<file path="config.mk">
export PLATFORM = sky130hd
export DESIGN_NAME = prio_enc_stream
export DESIGN_NICKNAME = d
export VERILOG_FILES = /design/src/rtl/prio_enc_stream.sv
export SDC_FILE = /design/constraint.sdc
export NUM_CORES = 1
export LEC_CHECK = 0
export BUFFER_PORTS_ARGS = -buffer_cell sky130_fd_sc_hd__clkbuf_2
export CAP_MARGIN = 20
export CORE_MARGIN = 2
export CORE_UTILIZATION = 45
export CTS_CLUSTER_SIZE = 28
export DETAILED_ROUTE_END_ITERATION = 8
export HOLD_SLACK_MARGIN = 0.02
export PLACE_DENSITY = 0.68
export SLEW_MARGIN = 20
export SYNTH_ARGS = -nofsm -noshare
export SYNTH_HDL_FRONTEND = slang
export SYNTH_SLANG_ARGS = --single-unit
</file>
<file path="constraint.sdc">
create_clock -name clk -period 3.6 [get_ports clk]
set_input_delay 0.18 -clock clk [delete_from_list [all_inputs] [get_ports clk]]
set_output_delay 0.18 -clock clk [all_outputs]
set_load 0.03 [all_outputs]
</file>
<file path="src/rtl/prio_enc_stream.sv">
// Handshaked priority encoder: reports the top-priority set bit, or every set bit in multi mode.
// Latency: result beat valid the cycle after accept; backpressure holds the beat, no input buffering.
module prio_enc_stream #(
    parameter int                WIDTH      = 16,
    parameter int                OUT_W      = 8,
    parameter logic [OUT_W-1:0]  EMPTY_CODE = OUT_W'(8'hF0),
    localparam int               CNT_W      = $clog2(WIDTH + 1)
) (
    input  logic             clk,
    input  logic             rst,
    input  logic             in_valid,
    output logic             in_ready,
    input  logic [WIDTH-1:0] in_data,
    input  logic             in_lsb_first,
    input  logic             in_multi,
    output logic             out_valid,
    input  logic             out_ready,
    output logic [OUT_W-1:0] out_idx,
    output logic             out_empty,
    output logic             out_last,
    output logic [CNT_W-1:0] out_cnt
);

    typedef enum logic {IDLE, SCAN} state_t;

    state_t             state_q, state_d;
    logic [WIDTH-1:0]   sh_q, sh_d;
    logic               lsb_q, lsb_d;
    logic               multi_q, multi_d;
    logic [CNT_W-1:0]   cnt_q, cnt_d;

    logic [WIDTH-1:0]   sel;
    logic [OUT_W-1:0]   idx;
    logic               sh_empty;
    logic               beat_last;

    // Later iterations overwrite earlier ones, so the scan order picks the winner.
    always_comb begin
        sel = '0;
        idx = '0;
        if (lsb_q) begin
            for (int i = WIDTH - 1; i >= 0; i--) begin
                if (sh_q[i]) begin
                    sel    = '0;
                    sel[i] = 1'b1;
                    idx    = OUT_W'(i);
                end
            end
        end else begin
            for (int i = 0; i < WIDTH; i++) begin
                if (sh_q[i]) begin
                    sel    = '0;
                    sel[i] = 1'b1;
                    idx    = OUT_W'(i);
                end
            end
        end
        sh_empty  = (sh_q == '0);
        beat_last = !multi_q || ((sh_q & (sh_q - WIDTH'(1))) == '0);
    end

    always_comb begin
        state_d = state_q;
        sh_d    = sh_q;
        lsb_d   = lsb_q;
        multi_d = multi_q;
        cnt_d   = cnt_q;
        case (state_q)
            IDLE: begin
                if (in_valid) begin
                    state_d = SCAN;
                    sh_d    = in_data;
                    lsb_d   = in_lsb_first;
                    multi_d = in_multi;
                    cnt_d   = '0;
                end
            end
            SCAN: begin
                if (out_ready) begin
                    if (beat_last) begin
                        state_d = IDLE;
                    end else begin
                        sh_d  = sh_q & ~sel;
                        cnt_d = cnt_q + CNT_W'(1);
                    end
                end
            end
            default: state_d = IDLE;
        endcase
    end

    always_ff @(posedge clk) begin
        if (rst) begin
            state_q <= IDLE;
            sh_q    <= '0;
            lsb_q   <= 1'b0;
            multi_q <= 1'b0;
            cnt_q   <= '0;
        end else begin
            state_q <= state_d;
            sh_q    <= sh_d;
            lsb_q   <= lsb_d;
            multi_q <= multi_d;
            cnt_q   <= cnt_d;
        end
    end

    // Result fields read as zero whenever no beat is on offer.
    always_comb begin
        in_ready  = (state_q == IDLE);
        out_valid = (state_q == SCAN);
        out_idx   = '0;
        out_empty = 1'b0;
        out_last  = 1'b0;
        out_cnt   = '0;
        if (out_valid) begin
            out_idx   = sh_empty ? EMPTY_CODE : idx;
            out_empty = sh_empty;
            out_last  = beat_last;
            out_cnt   = cnt_q;
        end
    end

endmodule

</file>
==> impl_metrics.yaml, run 1 <==
timing:
  setup_slack_ps: 514.5
  setup_violations: 0
  rsz0062_at_grt: "no"
  fin_setup_tns_ps: 0
  slew_viol_final: 0
  tightest_slew_ps: 806.3
  fin_skew_ps: 1.431
  whs_ps: 128.5
  max-slew-margin-rel_pct: 46.18
  hold_viol: 0
  finalCritPeriodShare_pct: 85.71
  fmax_ghz: 0.3241
  min_period_ps: 3086
die:
  die_width_um: 67.23
  core_area_mm2: 0.003744
  dieArea_mm2: 0.004520
  initial_utilization_pct: 48.06
  ios: 39
  die_h_um: 67.23
  rows: 22
layout:
  instances_no_fill: 323
  drive_gt1_share_pct: 20.00
  fin_nets: 300
  fin_area_mm2: 0.001993
  area_delta_synth_final_pct: 10.78
  utilization_pct: 53.24
  diodes: 0
synth:
  synthAdderAreaFrac_pct: 1.252
  syn_area_per_cell_um2: 6.974
  synth_top_area_cell: "dfxtp_1"
  synth_warnings: 0
  syn_area_mm2: 0.001799
  netlist_instances: 258
  ys_seq_area_share_pct: 26.70
  yosys-mux-area-fraction_pct: 2.225
  yosysUniqueCellTypes: 52
  synth_simple_gate_area_share_pct: 30.60
  synth_most_common_cell: "nand2_1"
  synth.cells.most_frequent: "nand2_1 (28), nor2_1 (26), a21oi_1 (24), dfxtp_1 (24), clkbuf_1 (20)"
  synth_top_family_by_area: "simple AND/OR/NAND/NOR gates"
  synthArstFlopShare_pct: 0
  synthDominantCellAreaShare_pct: 26.70
  ys_seq_elements: 24
  synth-main-ff-cell: "dfxtp_1"
  syn-num-nets: 281
  synth-xor-area-share_pct: 1.460
  synth_edf_count: 0
  synth_area_leaders: "dfxtp_1 (27%), a21oi_1 (6.7%), nand2_1 (5.8%), nor2_1 (5.4%), clkbuf_1 (4.2%)"
  synth_compound_area_share_pct: 28.58
global_routing:
  grt_pass1_vias: 1735
  grt_pass1_wl_mm: 8.190
  grt_max_degree: 26
  grt_overflow: 0
  track_usage_pct: 23.39
  antenna_found_initial: 0
critical_path:
  slowest_stage: "or4_1"
  cp_num_buf_inv: 1
  r2r_end: "sh_q[5]"
  critical_path.startpoint_type: "flop"
  crit_required_ps: 3420
  critical_path.top_delay_family: "compound AO/OA/AOI/OAI gates"
  path_max_fanout: 11
  worstPathCellList: "or4_1, maj3_1, o32ai_1, o2111ai_1, o41ai_1, and2_1, clkbuf_2"
  arrival_ps: 2910
  rr_startpoint: "sh_q[1]"
  r2r_slack_ps: 570
  crit_start: "sh_q[4]"
  cpPeakStageDelay_ps: 620
  path_class: "flop to primary output"
  end_kind: "primary output"
  reg2regPathDepth: 8
placement:
  io_buffers: 38
  place_ws_ps: 640.8
  placed_area_mm2: 0.001952
  gp_congestion: 0.9752
  place_inst: 320
  dp_hpwl_mm: 3.584
drt:
  viasPerCell: 6.248
  dr.pass1.iters: 5
  ant_nets: 0
  drcViolationCount: 0
  drt-total-wl_mm: 4.979
  vias: 2018
  wire_per_inst_um: 15.41
  drt_iter0_drc: 321
power_and_ir_drop:
  finalPower_mw: 0.7744
  peakVddDrop_mv: 0.2105
  p_per_area_mw_per_mm2: 388.5
  cellLeakagePower_nw: 0.7913
min_path:
  min_path_type: "input pin to flop"
  holdPathEnd: "sh_q[7]"
  min_from: "in_data[7]"
  hold_depth: 3
clock_network:
  cts_sinks: 24
  htreeDepth: 1
  cts_tree: "yes"
  clock_path_buffers: 2
  cts_buffers: 3
  cts_root_buf: "clkbuf_8"
  clkLatencyLatePin_ps: 260
  cts_resized: 0
  path_clk_slew_ps: 80
  cts_setup_buffers: 0
  postCtsHoldBufs: 0
run:
  cap_violations: 0
outcome:
  outcome: "finished clean"
==> routing by layer <==
metal  wire length (µm)  GRT usage, %  share of wire, %
met5                  0             0                 0
met2               2188         36.51                44
met4                 72         7.908               1.4
met3                491         2.667               9.9
met1               2226         33.37                45
==> worst reg2reg max path, cell delays in order (launching register included) <==
cell	delay [ps]
dfxtp_1	410
or4_4	590
nor3_2	360
a31oi_1	180
or4_1	560
o21ai_2	290
buf_4	260
mux2i_1	200
nor2_1	50
==> placed cells by master, fill, tap and decap left out, types with 5 or more instances in the layout <==
cell type / instances
nand3_1: 8
o21ai_1: 12
nand2_1: 28
inv_1: 7
and3_1: 6
nor4_1: 7
o21ai_0: 10
a21oi_1: 24
nor2_1: 26
and2_1: 6
a211oi_1: 5
nor3_1: 10
dfxtp_1: 24
clkbuf_2: 38
buf_4: 5
==> worst max path at each step <==
stage | depth (start not counted) | to
after floorplan | 7 | out_last
after global placement | 8 | sh_q[5]
after detailed placement | 8 | sh_q[5]
after CTS | 7 | out_last
after global routing | 7 | out_last
final | 7 | out_last
==> layout make-up <==
| cell class | count | area, µm² |
|---|---|---|
| Tap cell | 48 | 60.06 |
| Multi-Input combinational cell | 197 | 1154 |
| Timing Repair Buffer | 43 | 227.7 |
| Fill cell | 395 | 1750 |
| Clock buffer | 3 | 41.29 |
| Sequential cell | 24 | 480.5 |
| Inverter | 8 | 30.03 |
==> power by group <==
| part | total, mW | leakage, nW | internal (mW) | switching (mW) |
|---|---|---|---|---|
| clock network | 0.159 | 0.0216 | 0.0749 | 0.0837 |
| logic | 0.296 | 0.573 | 0.111 | 0.185 |
| registers | 0.320 | 0.197 | 0.281 | 0.0389 |
==> flip-flops by register name, indices dropped and copies added, names as in the netlist <==
register / count
lsb_q: 1
cnt_q: 5
out_valid: 1
multi_q: 1
sh_q: 16
==> logic make-up after synthesis <==
group / after synthesis
AO/OA/AOI/OAI: 81
adder cells (fa/ha/maj): 2
XOR/XNOR: 3
multiplexers: 4
buffers and inverters: 37
flip-flops: 24
AND/OR/NAND/NOR: 107
Note: power is estimated with default switching activity, not from simulation.
==> run 2, diff against run 1 <==
--- a/config.mk
+++ b/config.mk
@@ -8,11 +8,11 @@
 export BUFFER_PORTS_ARGS = -buffer_cell sky130_fd_sc_hd__clkbuf_2
 export CAP_MARGIN = 20
 export CORE_MARGIN = 2
-export CORE_UTILIZATION = 45
+export CORE_UTILIZATION = 54
 export CTS_CLUSTER_SIZE = 28
 export DETAILED_ROUTE_END_ITERATION = 8
 export HOLD_SLACK_MARGIN = 0.02
-export PLACE_DENSITY = 0.68
+export PLACE_DENSITY = 0.79
 export SLEW_MARGIN = 20
 export SYNTH_ARGS = -nofsm -noshare
 export SYNTH_HDL_FRONTEND = slang
==> run 2 against run 1 <==
Effect of this change:
- fmax decreased by 3.8%
- sequential share of layout area grew 0.11 points
- cell area down 0.44%
- highest routed layer unchanged
- critical path type unchanged
- cell count shrank 0.62%
- critical path depth unchanged
- first-iteration DRC count is 49% lower
==> impl_metrics.yaml, run 2 (synthesis results as in run 1) <==
outcome:
  outcome: "finished clean"
placement:
  dp_hpwl_mm: 3.635
  gp_congestion: 0.9907
  io_buffers: 38
timing:
  fin_setup_tns_ps: 0
  fmax_ghz: 0.3118
  max-slew-margin-rel_pct: 47.73
  setup_violations: 0
  slew_viol_final: 0
  fin_skew_ps: 2.676
  hold_viol: 0
  whs_ps: 69.28
  tightest_slew_ps: 782.5
  min_period_ps: 3207
  rsz0062_at_grt: "no"
  finalCritPeriodShare_pct: 89.08
global_routing:
  track_usage_pct: 28.71
  grt_pass1_vias: 1730
  grt_overflow: 0
  grt_pass1_wl_mm: 8.217
  grt_max_degree: 26
  antenna_found_initial: 0
clock_network:
  path_clk_slew_ps: 120
  cts_tree: "yes"
  cts_root_buf: "clkbuf_4"
  cts_buffers: 3
  clkLatencyLatePin_ps: 310
  htreeDepth: 1
  cts_setup_buffers: 0
  postCtsHoldBufs: 0
  cts_resized: 0
  clock_path_buffers: 2
  cts_sinks: 24
critical_path:
  rr_startpoint: "sh_q[0]"
  r2r_slack_ps: 480
  r2r_end: "sh_q[11]"
  end_kind: "primary output"
  critical_path.startpoint_type: "flop"
  reg2regPathDepth: 8
  path_max_fanout: 11
  path_class: "flop to primary output"
  worstPathCellList: "or4_1, maj3_1, o32ai_1, o2111ai_1, o41ai_1, and2_1, clkbuf_2"
  crit_required_ps: 3420
  cpPeakStageDelay_ps: 640
  arrival_ps: 3030
  slowest_stage: "or4_1"
power_and_ir_drop:
  cellLeakagePower_nw: 0.7936
  p_per_area_mw_per_mm2: 370.9
  peakVddDrop_mv: 0.1989
die:
  core_area_mm2: 0.003103
  dieArea_mm2: 0.003809
  initial_utilization_pct: 57.98
  die_width_um: 61.72
  die_h_um: 61.72
  rows: 20
  ios: 39
run:
  cap_violations: 0
drt:
  drt-total-wl_mm: 4.889
  ant_nets: 0
  drt_iter0_drc: 163
  wire_per_inst_um: 15.23
  dr.pass1.iters: 4
  drcViolationCount: 0
  vias: 2000
  viasPerCell: 6.231
layout:
  regMostFlops: "sh_q"
  diodes: 0
  largest_reg_flops: 16
  area_delta_synth_final_pct: 10.29
  layout_common_cells: "clkbuf_2 (38), nand2_1 (28), nor2_1 (26), a21oi_1 (24), dfxtp_1 (24)"
  fin_nets: 302
  drive_gt1_share_pct: 20.58
  final_common_cell: "clkbuf_2"
  reg_top3: "sh_q x16, cnt_q x5"
min_path:
  min_path_type: "input pin to flop"
  holdPathEnd: "sh_q[11]"
  min_from: "in_data[11]"
  hold_depth: 3
run 2: cell types whose count changed in the layout (fill, tap and decap cells not counted), sizes merged:
cell	delta
buf	+2
run 2: how the worst max path moves through the flow:
stage	startpoint	depth (start not counted)	slack, ps	endpoint
2_1_floorplan	sh_q[5]	7	1040	out_last
3_3_place_gp	sh_q[0]	8	610	sh_q[11]
3_5_place_dp	sh_q[0]	8	560	sh_q[11]
4_1_cts	sh_q[4]	7	420	out_last
5_1_grt	sh_q[4]	7	210	out_last
6_report	sh_q[4]	7	390	out_last
run 2: final cells by class:
type / instances / area, µm²
Clock buffer: 3 / 22.52
Fill cell: 329 / 1119
Inverter: 8 / 30.03
Multi-Input combinational cell: 197 / 1154
Sequential cell: 24 / 480.5
Tap cell: 44 / 55.05
Timing Repair Buffer: 45 / 242.7
run 2: per-stage QoR:
stage                     cell area, µm²  cells  power (mW)  util (%)  setup WS, ps
after CTS                           1984    321      0.7325     63.95         421.9
after detailed placement            1962    318      0.6196     63.23         564.6
final                               1984    321      0.7359     63.95         393.2
after floorplan                     1799    258      0.5437         -          1044
after global routing                1984    321      0.7840     63.95         208.1
after global placement              1962    318      0.6211     63.23         607.6
run 2: power by group:
group | internal, mW | switching (mW) | leakage [nW] | total [mW]
logic | 0.114 | 0.186 | 0.583 | 0.300
registers | 0.282 | 0.0375 | 0.197 | 0.319
clock network | 0.0392 | 0.0773 | 0.0138 | 0.117
run 2: metal layers:
layer | wire, µm | GRT usage, %
met3 | 385 | 3.727
met5 | 0 | 0
met1 | 2247 | 41.89
met4 | 52 | 8.511
met2 | 2204 | 44.36
run 2: worst max-delay path, delay by kind of cell, from the launching register on:
kind	cells	cell delay, ps
buffers and inverters	1	200
adder cells (fa/ha/maj)	1	390
flip-flops	1	430
AND/OR/NAND/NOR	2	840
AO/OA/AOI/OAI	3	840
==> run 3, diff against run 2 <==
--- a/config.mk
+++ b/config.mk
@@ -12,7 +12,7 @@
 export CTS_CLUSTER_SIZE = 28
 export DETAILED_ROUTE_END_ITERATION = 8
 export HOLD_SLACK_MARGIN = 0.02
-export PLACE_DENSITY = 0.79
+export PLACE_DENSITY = 0.82
 export SLEW_MARGIN = 20
 export SYNTH_ARGS = -nofsm -noshare
 export SYNTH_HDL_FRONTEND = slang
==> run 3 against run 2 <==
Effect of this change:
- worst hold slack worse by 6.0 ps
- fmax increased by 3.6%
- non-clock buffer count unchanged
- clock skew up 5.9 ps
- critical endpoint unchanged
- critical path depth unchanged
- combinational power about the same
- critical path type unchanged
- via count up 2.3%
- worst setup slack improved by 110 ps
- global-route usage is 0.50 points higher
==> impl_metrics.yaml, run 3 (synthesis results as in run 1) <==
clock_network:
  cts_sinks: 24
  cts_buffers: 3
  cts_setup_buffers: 0
  postCtsHoldBufs: 0
  clkLatencyLatePin_ps: 320
  htreeDepth: 1
  clock_path_buffers: 2
  cts_root_buf: "clkbuf_4"
  cts_resized: 0
  cts_tree: "yes"
  path_clk_slew_ps: 140
power_and_ir_drop:
  peakVddDrop_mv: 0.2143
  p_switching_mw: 0.3082
  cellLeakagePower_nw: 0.8000
  p_per_area_mw_per_mm2: 383.9
  pwr-share-clk_pct: 18.9
  pwr-share-comb_pct: 39.4
  pwr-share-seq_pct: 41.7
  finalPower_mw: 0.7671
  p_int_mw: 0.4589
  switching_share_pct: 40.18
layout:
  drive_gt1_share_pct: 20.86
  diodes: 0
  final_common_cell: "clkbuf_2"
  fin_nets: 302
  reg_top3: "sh_q x16, cnt_q x5"
  layout_common_cells: "clkbuf_2 (38), nand2_1 (28), nor2_1 (26), a21oi_1 (24), dfxtp_1 (24)"
  instances_no_fill: 322
  area_delta_synth_final_pct: 11.06
  largest_reg_flops: 16
  regMostFlops: "sh_q"
  utilization_pct: 64.40
critical_path:
  crit_required_ps: 3420
  worstPathCellList: "or4_1, maj3_1, o32ai_1, o2111ai_1, o41ai_1, and2_1, clkbuf_2"
  arrival_ps: 2920
  rr_startpoint: "sh_q[1]"
  crit_start: "sh_q[6]"
  path_class: "flop to primary output"
  path_max_fanout: 11
  slowest_stage: "or4_1"
  end_kind: "primary output"
  critical_path.startpoint_type: "flop"
  cpPeakStageDelay_ps: 580
timing:
  hold_viol: 0
  max-slew-margin-rel_pct: 46.32
  slew_viol_final: 0
  finalCritPeriodShare_pct: 85.98
  rsz0062_at_grt: "no"
  min_period_ps: 3095
  fin_skew_ps: 8.590
  setup_violations: 0
  fmax_ghz: 0.3231
  fin_setup_tns_ps: 0
  tightest_slew_ps: 804.1
  whs_ps: 63.24
die:
  ios: 39
  rows: 20
  die_width_um: 61.72
  dieArea_mm2: 0.003809
  core_area_mm2: 0.003103
  initial_utilization_pct: 57.98
  die_h_um: 61.72
global_routing:
  grt_pass1_vias: 1799
  grt_max_degree: 26
  grt_overflow: 0
  grt_pass1_wl_mm: 8.342
  track_usage_pct: 29.21
  antenna_found_initial: 0
drt:
  wire_per_inst_um: 15.58
  ant_nets: 0
  drcViolationCount: 0
  dr.pass1.iters: 4
  drt-total-wl_mm: 5.017
  drt_iter0_drc: 166
  vias: 2046
  viasPerCell: 6.354
min_path:
  min_from: "in_data[4]"
  min_path_type: "input pin to flop"
placement:
  place_inst: 318
  io_buffers: 38
  gp_congestion: 1.030
  dp_hpwl_mm: 3.713
outcome:
  outcome: "finished clean"
run:
  cap_violations: 0
-- run 3: changes by cell type in the layout (fill, tap and decap cells not counted), sizes merged --
| cell | delta |
|---|---|
| clkbuf | +1 |
-- run 3: area by class of cell --
| class | count | area, µm² |
|---|---|---|
| Multi-Input combinational cell | 197 | 1154 |
| Fill cell | 300 | 1105 |
| Sequential cell | 24 | 480.5 |
| Timing Repair Buffer | 45 | 242.7 |
| Tap cell | 44 | 55.05 |
| Clock buffer | 4 | 36.28 |
| Inverter | 8 | 30.03 |
-- run 3: final timing paths --
| kind | cells past startpoint | slack [ps] | endpoint |
|---|---|---|---|
| max | 7 | 500 | out_last |
| max reg2reg | 9 | 690 | cnt_q[2] |
| min reg2reg | 2 | 540 | multi_q |
| min | 3 | 60 | sh_q[4] |
-- run 3: metrics by stage --
stage	cell area [µm²]	setup slack [ps]
floorplan	1799	1044
global placement	1962	760.7
detailed placement	1962	765.6
CTS	1998	531.3
global route	1998	327.0
finish	1998	504.7
-- run 3: worst max-delay path: cells and delay by family (launching register included) --
| kind | cells | cell delay (ps) |
|---|---|---|
| and+or+nand+nor | 2 | 780 |
| DFF | 1 | 440 |
| buffers and inverters | 1 | 200 |
| AOI/OAI and AO/OA | 3 | 780 |
| adders and majority gates | 1 | 380 |
-- run 3: layer usage --
| layer | global-route usage (%) | routed length, µm | vias up |
|---|---|---|---|
| li1 | - | - | 986 |
| met3 | 3.313 | 384 | 9 |
| met1 | 40.97 | 2276 | 965 |
| met5 | 0 | 0 | - |
| met2 | 46.02 | 2262 | 86 |
| met4 | 11.55 | 93 | 0 |
-- run 3: power by group through the flow --
stage / Combinational (mW) / Sequential (mW) / Clock, mW
after floorplan: 0.248 / 0.296 / 0
after global placement: 0.299 / 0.324 / 0
after detailed placement: 0.296 / 0.324 / 0
after CTS: 0.297 / 0.318 / 0.147
after global routing: 0.333 / 0.323 / 0.155
final: 0.302 / 0.320 / 0.145
